--- config.mk ---
export PLATFORM = sky130hd
export DESIGN_NAME = ifetch_seq_flat
export DESIGN_NICKNAME = d
export VERILOG_FILES = /design/src/rtl/ifetch_seq_if.sv /design/src/rtl/ifetch_seq.sv /design/src/flat_wrapper.sv
export SDC_FILE = /design/constraint.sdc
export NUM_CORES = 1
export LEC_CHECK = 0
export ABC_AREA = 1
export BUFFER_PORTS_ARGS = -buffer_cell sky130_fd_sc_hd__buf_2
export CAP_MARGIN = 10
export CORE_UTILIZATION = 53
export DETAILED_ROUTE_END_ITERATION = 6
export PLACE_DENSITY_LB_ADDON = 0.15
export SETUP_SLACK_MARGIN = 0.15
export SLEW_MARGIN = 20
export SYNTH_ARGS = -nofsm -noshare
export SYNTH_HDL_FRONTEND = slang
export SYNTH_SLANG_ARGS = --single-unit
--- constraint.sdc ---
create_clock -name clock -period 2.4 [get_ports clock]
set_input_delay 0.24 -clock clock [delete_from_list [all_inputs] [get_ports clock]]
set_output_delay 0.24 -clock clock [all_outputs]
set_load 0.05 [all_outputs]
--- src/rtl/ifetch_seq_if.sv ---
// Instruction-memory fetch bus: request/address out of the fetch stage,
// ack/data back from instruction memory.
interface ifetch_seq_if;
    logic        imem_req;
    logic [31:0] imem_addr;
    logic        imem_ack;
    logic [31:0] imem_rdata;

    // Fetch stage side
    modport master (
        output imem_req,
        output imem_addr,
        input  imem_ack,
        input  imem_rdata
    );

    // Instruction memory side
    modport slave (
        input  imem_req,
        input  imem_addr,
        output imem_ack,
        output imem_rdata
    );
endinterface

--- src/rtl/ifetch_seq.sv ---
// ifetch_seq: multi-cycle instruction fetch stage.
// FETCH issues a word request at PC and waits for ack (bounded by
// TIMEOUT_CYCLES); EXEC presents Instruction/opcplus4 for exactly one cycle
// and then steps PC by jr / jump / branch / sequential priority; a fetch
// timeout parks the stage in a sticky ERR state that only reset leaves.
// Optional retired-instruction counter: define IFETCH_PERF_EN to build it,
// otherwise retired_cnt is tied to zero.
module ifetch_seq #(
    parameter logic [31:0] RESET_PC       = 32'h0000_0000,
    parameter int          TIMEOUT_CYCLES = 255
) (
    input  logic               clock,
    input  logic               reset,
    ifetch_seq_if.master       imem,
    output logic [31:0]        Instruction,
    output logic [31:0]        opcplus4,
    output logic [31:0]        PC,
    output logic               instr_valid,
    input  logic [31:0]        Add_result,
    input  logic [31:0]        Read_data_1,
    input  logic               Branch,
    input  logic               nBranch,
    input  logic               Jmp,
    input  logic               Jal,
    input  logic               Jrn,
    input  logic               Zero,
    output logic               fetch_err,
    output logic [31:0]        retired_cnt
);

    typedef enum logic [1:0] {
        S_FETCH = 2'd0,
        S_EXEC  = 2'd1,
        S_ERR   = 2'd2
    } state_t;

    // Counter value on which a still-missing ack turns into a timeout.
    localparam logic [15:0] LAST_CNT = 16'(TIMEOUT_CYCLES - 1);

    state_t      r_state;
    logic [15:0] r_cnt;
    logic [31:0] r_pc;
    logic [31:0] r_instr;
    logic [31:0] r_op4;
    logic        r_err;
    logic        w_take_br;
    logic [31:0] w_next_pc;

    // Next-PC select for the instruction currently in EXEC; jr beats
    // jump/jal, which beat a taken conditional branch.
    always_comb begin
        w_take_br = (Branch & Zero) | (nBranch & ~Zero);
        w_next_pc = r_op4;
        if (Jrn)
            w_next_pc = Read_data_1 & 32'hFFFF_FFFC;
        else if (Jmp || Jal)
            w_next_pc = {r_op4[31:28], r_instr[25:0], 2'b00};
        else if (w_take_br)
            w_next_pc = Add_result & 32'hFFFF_FFFC;
    end

    // Fetch/exec/error sequencer holding PC, the latched instruction and
    // the fetch timeout counter.
    always_ff @(posedge clock) begin
        if (reset) begin
            r_state <= S_FETCH;
            r_cnt   <= 16'd0;
            r_pc    <= RESET_PC;
            r_instr <= 32'd0;
            r_op4   <= 32'd0;
            r_err   <= 1'b0;
        end else begin
            case (r_state)
                S_FETCH: begin
                    if (imem.imem_ack) begin
                        // An ack on the final count still completes the fetch.
                        r_instr <= imem.imem_rdata;
                        r_op4   <= r_pc + 32'd4;
                        r_cnt   <= 16'd0;
                        r_state <= S_EXEC;
                    end else if (r_cnt == LAST_CNT) begin
                        r_err   <= 1'b1;
                        r_state <= S_ERR;
                    end else begin
                        r_cnt <= r_cnt + 16'd1;
                    end
                end
                S_EXEC: begin
                    r_pc    <= w_next_pc;
                    r_state <= S_FETCH;
                end
                S_ERR: begin
                    r_state <= S_ERR;
                end
                default: begin
                    r_state <= S_ERR;
                    r_err   <= 1'b1;
                end
            endcase
        end
    end

    // Request drops combinationally under reset so an in-flight fetch is
    // abandoned in the reset cycle itself.
    assign imem.imem_req  = (r_state == S_FETCH) && !reset;
    assign imem.imem_addr = r_pc;
    assign instr_valid    = (r_state == S_EXEC);
    assign Instruction    = r_instr;
    assign opcplus4       = r_op4;
    assign PC             = r_pc;
    assign fetch_err      = r_err;

`ifdef IFETCH_PERF_EN
    logic [31:0] r_retired;

    // Count each instruction leaving EXEC; wraps naturally at 2^32.
    always_ff @(posedge clock) begin
        if (reset)
            r_retired <= 32'd0;
        else if (r_state == S_EXEC)
            r_retired <= r_retired + 32'd1;
    end

    assign retired_cnt = r_retired;
`else
    assign retired_cnt = 32'h0;
`endif

endmodule

--- src/flat_wrapper.sv ---
// flat-port wrapper written by rule: the top's interface ports become plain ports
module ifetch_seq_flat 
#(
    parameter logic [31:0] RESET_PC       = 32'h0000_0000,
    parameter int          TIMEOUT_CYCLES = 255
)
  (clock, reset, Instruction, opcplus4, PC, instr_valid, Add_result, Read_data_1, Branch, nBranch, Jmp, Jal, Jrn, Zero, fetch_err, retired_cnt, imem_imem_req, imem_imem_addr, imem_imem_ack, imem_imem_rdata);
  ifetch_seq_if imem_i ();
  input  logic clock;
  input  logic reset;
  output logic [31:0] Instruction;
  output logic [31:0] opcplus4;
  output logic [31:0] PC;
  output logic instr_valid;
  input  logic [31:0] Add_result;
  input  logic [31:0] Read_data_1;
  input  logic Branch;
  input  logic nBranch;
  input  logic Jmp;
  input  logic Jal;
  input  logic Jrn;
  input  logic Zero;
  output logic fetch_err;
  output logic [31:0] retired_cnt;
  output wire logic [$bits(imem_i.imem_req)-1:0] imem_imem_req;
  output wire logic [$bits(imem_i.imem_addr)-1:0] imem_imem_addr;
  input wire logic [$bits(imem_i.imem_ack)-1:0] imem_imem_ack;
  input wire logic [$bits(imem_i.imem_rdata)-1:0] imem_imem_rdata;
  assign imem_imem_req = imem_i.imem_req;
  assign imem_imem_addr = imem_i.imem_addr;
  assign imem_i.imem_ack = imem_imem_ack;
  assign imem_i.imem_rdata = imem_imem_rdata;
  ifetch_seq #(.RESET_PC(RESET_PC), .TIMEOUT_CYCLES(TIMEOUT_CYCLES)) u_core (.clock(clock), .reset(reset), .imem(imem_i), .Instruction(Instruction), .opcplus4(opcplus4), .PC(PC), .instr_valid(instr_valid), .Add_result(Add_result), .Read_data_1(Read_data_1), .Branch(Branch), .nBranch(nBranch), .Jmp(Jmp), .Jal(Jal), .Jrn(Jrn), .Zero(Zero), .fetch_err(fetch_err), .retired_cnt(retired_cnt));
endmodule
==> results_tabular.tex <==
\begin{tabular}{lr}
\hline
Metric & Value \\
\hline
\multicolumn{2}{l}{\textbf{Worst setup path}} \\
\quad Data required time at the worst endpoint & between 2000 and 3000 ps \\
\quad Setup crit end kind & flip-flop \\
\quad Dominant delay contributor by cell family on the critical path & simple AND/OR/NAND/NOR gates \\
\quad Cell-by-cell listing of the critical path & ha\_1, nand3\_1, inv\_1, nand2\_2, nor2\_4, inv\_2, nor2\_4, nand3\_1, nand3\_1, nand2\_1 \\
\quad Arrival time of data at the critical path endpoint & roughly 2200 ps \\
\quad Longest individual stage delay on the worst path & roughly 470 ps \\
\quad Standard cell with the maximum stage delay on the critical path & dfxtp\_1 \\
\quad Origin of the worst setup path & u\_core.PC[3]\$\_SDFFE\_PP0P\_ \\
\quad Number of buffers and inverters on the critical path & 2 \\
\quad Count of cells along the worst register-to-register path & 10 \\
\quad Critical Path Start Type & flip-flop \\
\quad Reg-to-reg critical path endpoint & u\_core.opcplus4[26]\$\_SDFFE\_PP0N\_ \\
\quad Maximum fanout count along the critical path & 6 \\
\quad Worst setup path category & flip-flop to flip-flop \\
\quad Most common cell on crit path & nand3\_1 \\
\quad Origin of the critical flop-to-flop path & u\_core.PC[3]\$\_SDFFE\_PP0P\_ \\
\quad Setup slack of the most critical reg-to-reg path & between 500 and 600 ps \\
\multicolumn{2}{l}{\textbf{Floorplan}} \\
\quad Y dimension of the die & 113 um \\
\quad Area of the die & 12700 um2 \\
\quad \# IOs & 268 \\
\quad Initial core utilization & 0.543 \\
\quad Number of standard-cell rows in the floorplan & 40 \\
\quad Core box area & 12000 um2 \\
\quad Die extent in x & 113 um \\
\multicolumn{2}{l}{\textbf{Placed design}} \\
\quad Cell area after placement & about 7400 um2 \\
\quad I/O Buffers & 231 \\
\quad Estimated wirelength of the detail-placed design & 14.0 mm \\
\quad Gpl congestion & around 0.89 \\
\multicolumn{2}{l}{\textbf{GRT}} \\
\quad Overall fraction of global-route tracks in use & 0.315 \\
\quad First-pass GRT wire length & 31.4 mm \\
\quad Grt ovf & 0 \\
\quad Maximum number of pins on one net before global-route repair & 55 \\
\quad Initial antenna violation count & 0 \\
\quad Vias in the first global route & 6499 \\
\multicolumn{2}{l}{\textbf{Synthesis}} \\
\quad Number of enable flip-flop cells after synthesis & 0 \\
\quad Dominant synthesized flop cell & dfxtp\_1 \\
\quad Area share of the largest cell type after synthesis & 0.355 \\
\quad Arithmetic-cell share of the synthesized area counting full adders, half adders and majority gates & 0.00964 \\
\quad Total of warnings raised by yosys & 0 \\
\quad Sequential share of the synthesized area & 0.355 \\
\quad Average footprint of a synthesized cell & 6.80 um2 \\
\quad Most frequently used cell type in the post-synthesis netlist & nand2\_1 \\
\quad Mux contribution to synthesized area & 0 \\
\quad Most frequent cells after synthesis & nand2\_1, dfxtp\_1, nand3\_1, a21oi\_1, inv\_1 \\
\quad Cells after Synth & 955 \\
\quad Largest family of logic cells by synthesized area & simple AND/OR/NAND/NOR gates \\
\quad Share of synthesized flip-flops with an asynchronous set or reset & 0 \\
\quad Complex-gate fraction of the synthesized area & 0.160 \\
\quad Yosys reg bits & about 120 \\
\quad Area fraction in and, or, nand and nor cells after synthesis & 0.299 \\
\quad Most area-consuming cells after synthesis & dfxtp\_1, nand2\_1, buf\_4, nand3\_1, a21oi\_1 \\
\quad Synthesized-area fraction occupied by xor and xnor cells & 0.0135 \\
\quad Count of unique library cells instantiated by Yosys & 40 \\
\quad Post-Synthesis Cell Area & $\sim$6500 um2 \\
\quad Largest area contributor in the synthesized netlist & dfxtp\_1 \\
\multicolumn{2}{l}{\textbf{Clock network}} \\
\quad Clock net sink count & $\sim$120 \\
\quad TritonCTS clock tree & yes \\
\quad Setup fix buffers added after clock tree synthesis & 0 \\
\quad Cts hold-fix bufs & 0 \\
\quad CTS Buf Count & 17 \\
\quad Clock-pin slew reported for the worst setup and hold paths after clock tree synthesis & approximately 60 ps \\
\quad Resized cells post-CTS & 0 \\
\quad Buffer cell driving the clock tree root & clkbuf\_16 \\
\quad H-tree depth reported by CTS & 4 \\
\quad Number of buffers on the longest clock path & 2 \\
\quad Later-pin clock latency in the skew report & 420 ps \\
\multicolumn{2}{l}{\textbf{Worst hold path}} \\
\quad Number of cells on the worst hold path & 2 \\
\quad End point of the most critical hold path & u\_core.Instruction[0]\$\_SDFFE\_PP0N\_ \\
\quad Start point of the worst min-delay path & imem\_imem\_rdata[0] \\
\quad Worst hold-check path type & input port to flip-flop \\
\multicolumn{2}{l}{\textbf{Cells and area}} \\
\quad Design Area, Final & 8000 um2 \\
\quad Area grow syn2layout & 23.2\% \\
\quad Antenna cell count & 0 \\
\quad Fillers & 1144 \\
\quad Layout net count & 1253 \\
\quad Fraction of final layout cells with drive strength greater than 1 & 0.266 \\
\multicolumn{2}{l}{\textbf{Timing}} \\
\quad Worst clock skew & 4.95 ps \\
\quad Final setup violation count & 0 \\
\quad Slew of the pin with the lowest slew margin & a little over 700 ps \\
\quad Count of final max-slew check failures & 0 \\
\quad Maximum clock rate & 536 MHz \\
\quad Final Critical Period & 1870 ps \\
\quad Final TNS setup & 0 ps \\
\quad Slew Limit Headroom & 0.517 \\
\quad Unrepaired setup endpoints after global routing & no \\
\quad Number of failing hold endpoints at the final stage & 0 \\
\quad Fin crit share & 0.778 \\
\multicolumn{2}{l}{\textbf{Drt}} \\
\quad WL per Instance & between 10 and 15 um \\
\quad WL final & 19.4 mm \\
\quad DRT Pass-1 Iters & 6 \\
\quad Post-DRT Antenna Nets & 0 \\
\quad Number of vias in the routed layout & 6850 \\
\quad Iteration-0 DRC Markers & approximately 550 \\
\quad DRC violations left & 0 \\
\quad Via density & 5.26 \\
\multicolumn{2}{l}{\textbf{Power and ir drop}} \\
\quad Power consumption & 0.00652 W \\
\quad Power density of the placed cells & just over 800 nW/um2 \\
\quad Leak pwr & roughly 3.9 nW \\
\quad Highest ir drop seen on vdd & 0.516 mV \\
\multicolumn{2}{l}{\textbf{Status}} \\
\quad Status & finished clean \\
\multicolumn{2}{l}{\textbf{Job}} \\
\quad Max-cap viol count & 0 \\
\hline
\end{tabular}
report_power, final:
part	switching [W]	leakage (nW)	internal [W]	total, W
logic	0.00131	2.65	0.000420	0.00173
registers	0.000165	0.938	0.00207	0.00223
clock network	0.000886	0.294	0.00168	0.00256
routing by layer:
layer  vias to the layer above  track usage  share of wire
met5                         -            0              0
met1                      3123        0.377           0.42
met2                       286        0.540           0.48
met4                         0        0.143          0.032
met3                        53       0.0702          0.068
li1                       3388            -              -
cells in the final DEF, fill, tap and decap left out, types with 2 or more instances in the layout:
| cell | count |
|---|---|
| nand2_4 | 3 |
| inv_1 | 89 |
| clkinv_1 | 3 |
| nor2_1 | 64 |
| buf_2 | 231 |
| bufinv_16 | 3 |
| nand4_1 | 6 |
| conb_1 | 32 |
| a22o_1 | 35 |
| xnor2_1 | 2 |
| ha_1 | 5 |
| o211ai_1 | 4 |
| buf_4 | 12 |
| clkbuf_16 | 17 |
| a21oi_2 | 4 |
| nor2_2 | 4 |
| a32o_1 | 2 |
| nand3b_1 | 2 |
| nand2_2 | 6 |
| inv_2 | 7 |
| clkbuf_1 | 3 |
| a31oi_1 | 2 |
| buf_12 | 2 |
| clkbuf_8 | 2 |
| nor2_4 | 6 |
| xor2_1 | 8 |
| dfxtp_1 | 115 |
| nand3_1 | 98 |
| nand2_1 | 242 |
| o21ai_0 | 21 |
| clkinv_2 | 5 |
| a21oi_1 | 96 |
| nor3_1 | 12 |
layout make-up:
| cell class | instances | area (um2) | share of cell area |
|---|---|---|---|
| Multi-Input combinational cell | 665 | 3260 | 0.408 |
| Inverter | 99 | 372 | 0.0464 |
| Clock buffer | 22 | 464 | 0.0580 |
| Timing Repair Buffer | 245 | 1290 | 0.161 |
| Clock inverter | 10 | 131 | 0.0164 |
| Sequential cell | 115 | 2300 | 0.288 |
| Tap cell | 147 | 184 | 0.0230 |
kinds of logic after synthesis:
| family | count (synthesis) |
|---|---|
| buffers and inverters | 206 |
| flip-flops | 115 |
| other | 1 |
| adder cells (fa/ha/maj) | 5 |
| XOR/XNOR | 10 |
| AND/OR/NAND/NOR | 447 |
| AO/OA/AOI/OAI | 171 |
flip-flops by register name, indices dropped and copies added, names as in the netlist:
signal,cells
u_core.Instruction,32
u_core.PC,32
u_core.opcplus4,32
u_core.r_cnt,16
u_core.r_state,2
u_core.fetch_err,1
through the flow:
stage / std cells / hold slack [ps] / worst slack (ps) / util
2_1_floorplan: 986 / 366 / 326 / -
3_3_place_gp: 1271 / 446 / 631 / 0.619
3_5_place_dp: 1271 / 452 / 554 / 0.619
4_1_cts: 1303 / 14.2 / 541 / 0.669
5_1_grt: 1303 / 29.7 / 350 / 0.669
6_report: 1303 / 29.6 / 533 / 0.669
worst max path at each step:
stage                                            end  slack, ps  cells past startpoint
floorplan           u_core.opcplus4[19]$_SDFFE_PP0N_        330                     10
global placement    u_core.opcplus4[30]$_SDFFE_PP0N_        630                      7
detailed placement  u_core.opcplus4[26]$_SDFFE_PP0N_        550                     10
CTS                 u_core.opcplus4[26]$_SDFFE_PP0N_        540                     10
global route        u_core.opcplus4[26]$_SDFFE_PP0N_        350                     10
finish              u_core.opcplus4[26]$_SDFFE_PP0N_        530                     10
(Power assumes the default switching activity.)
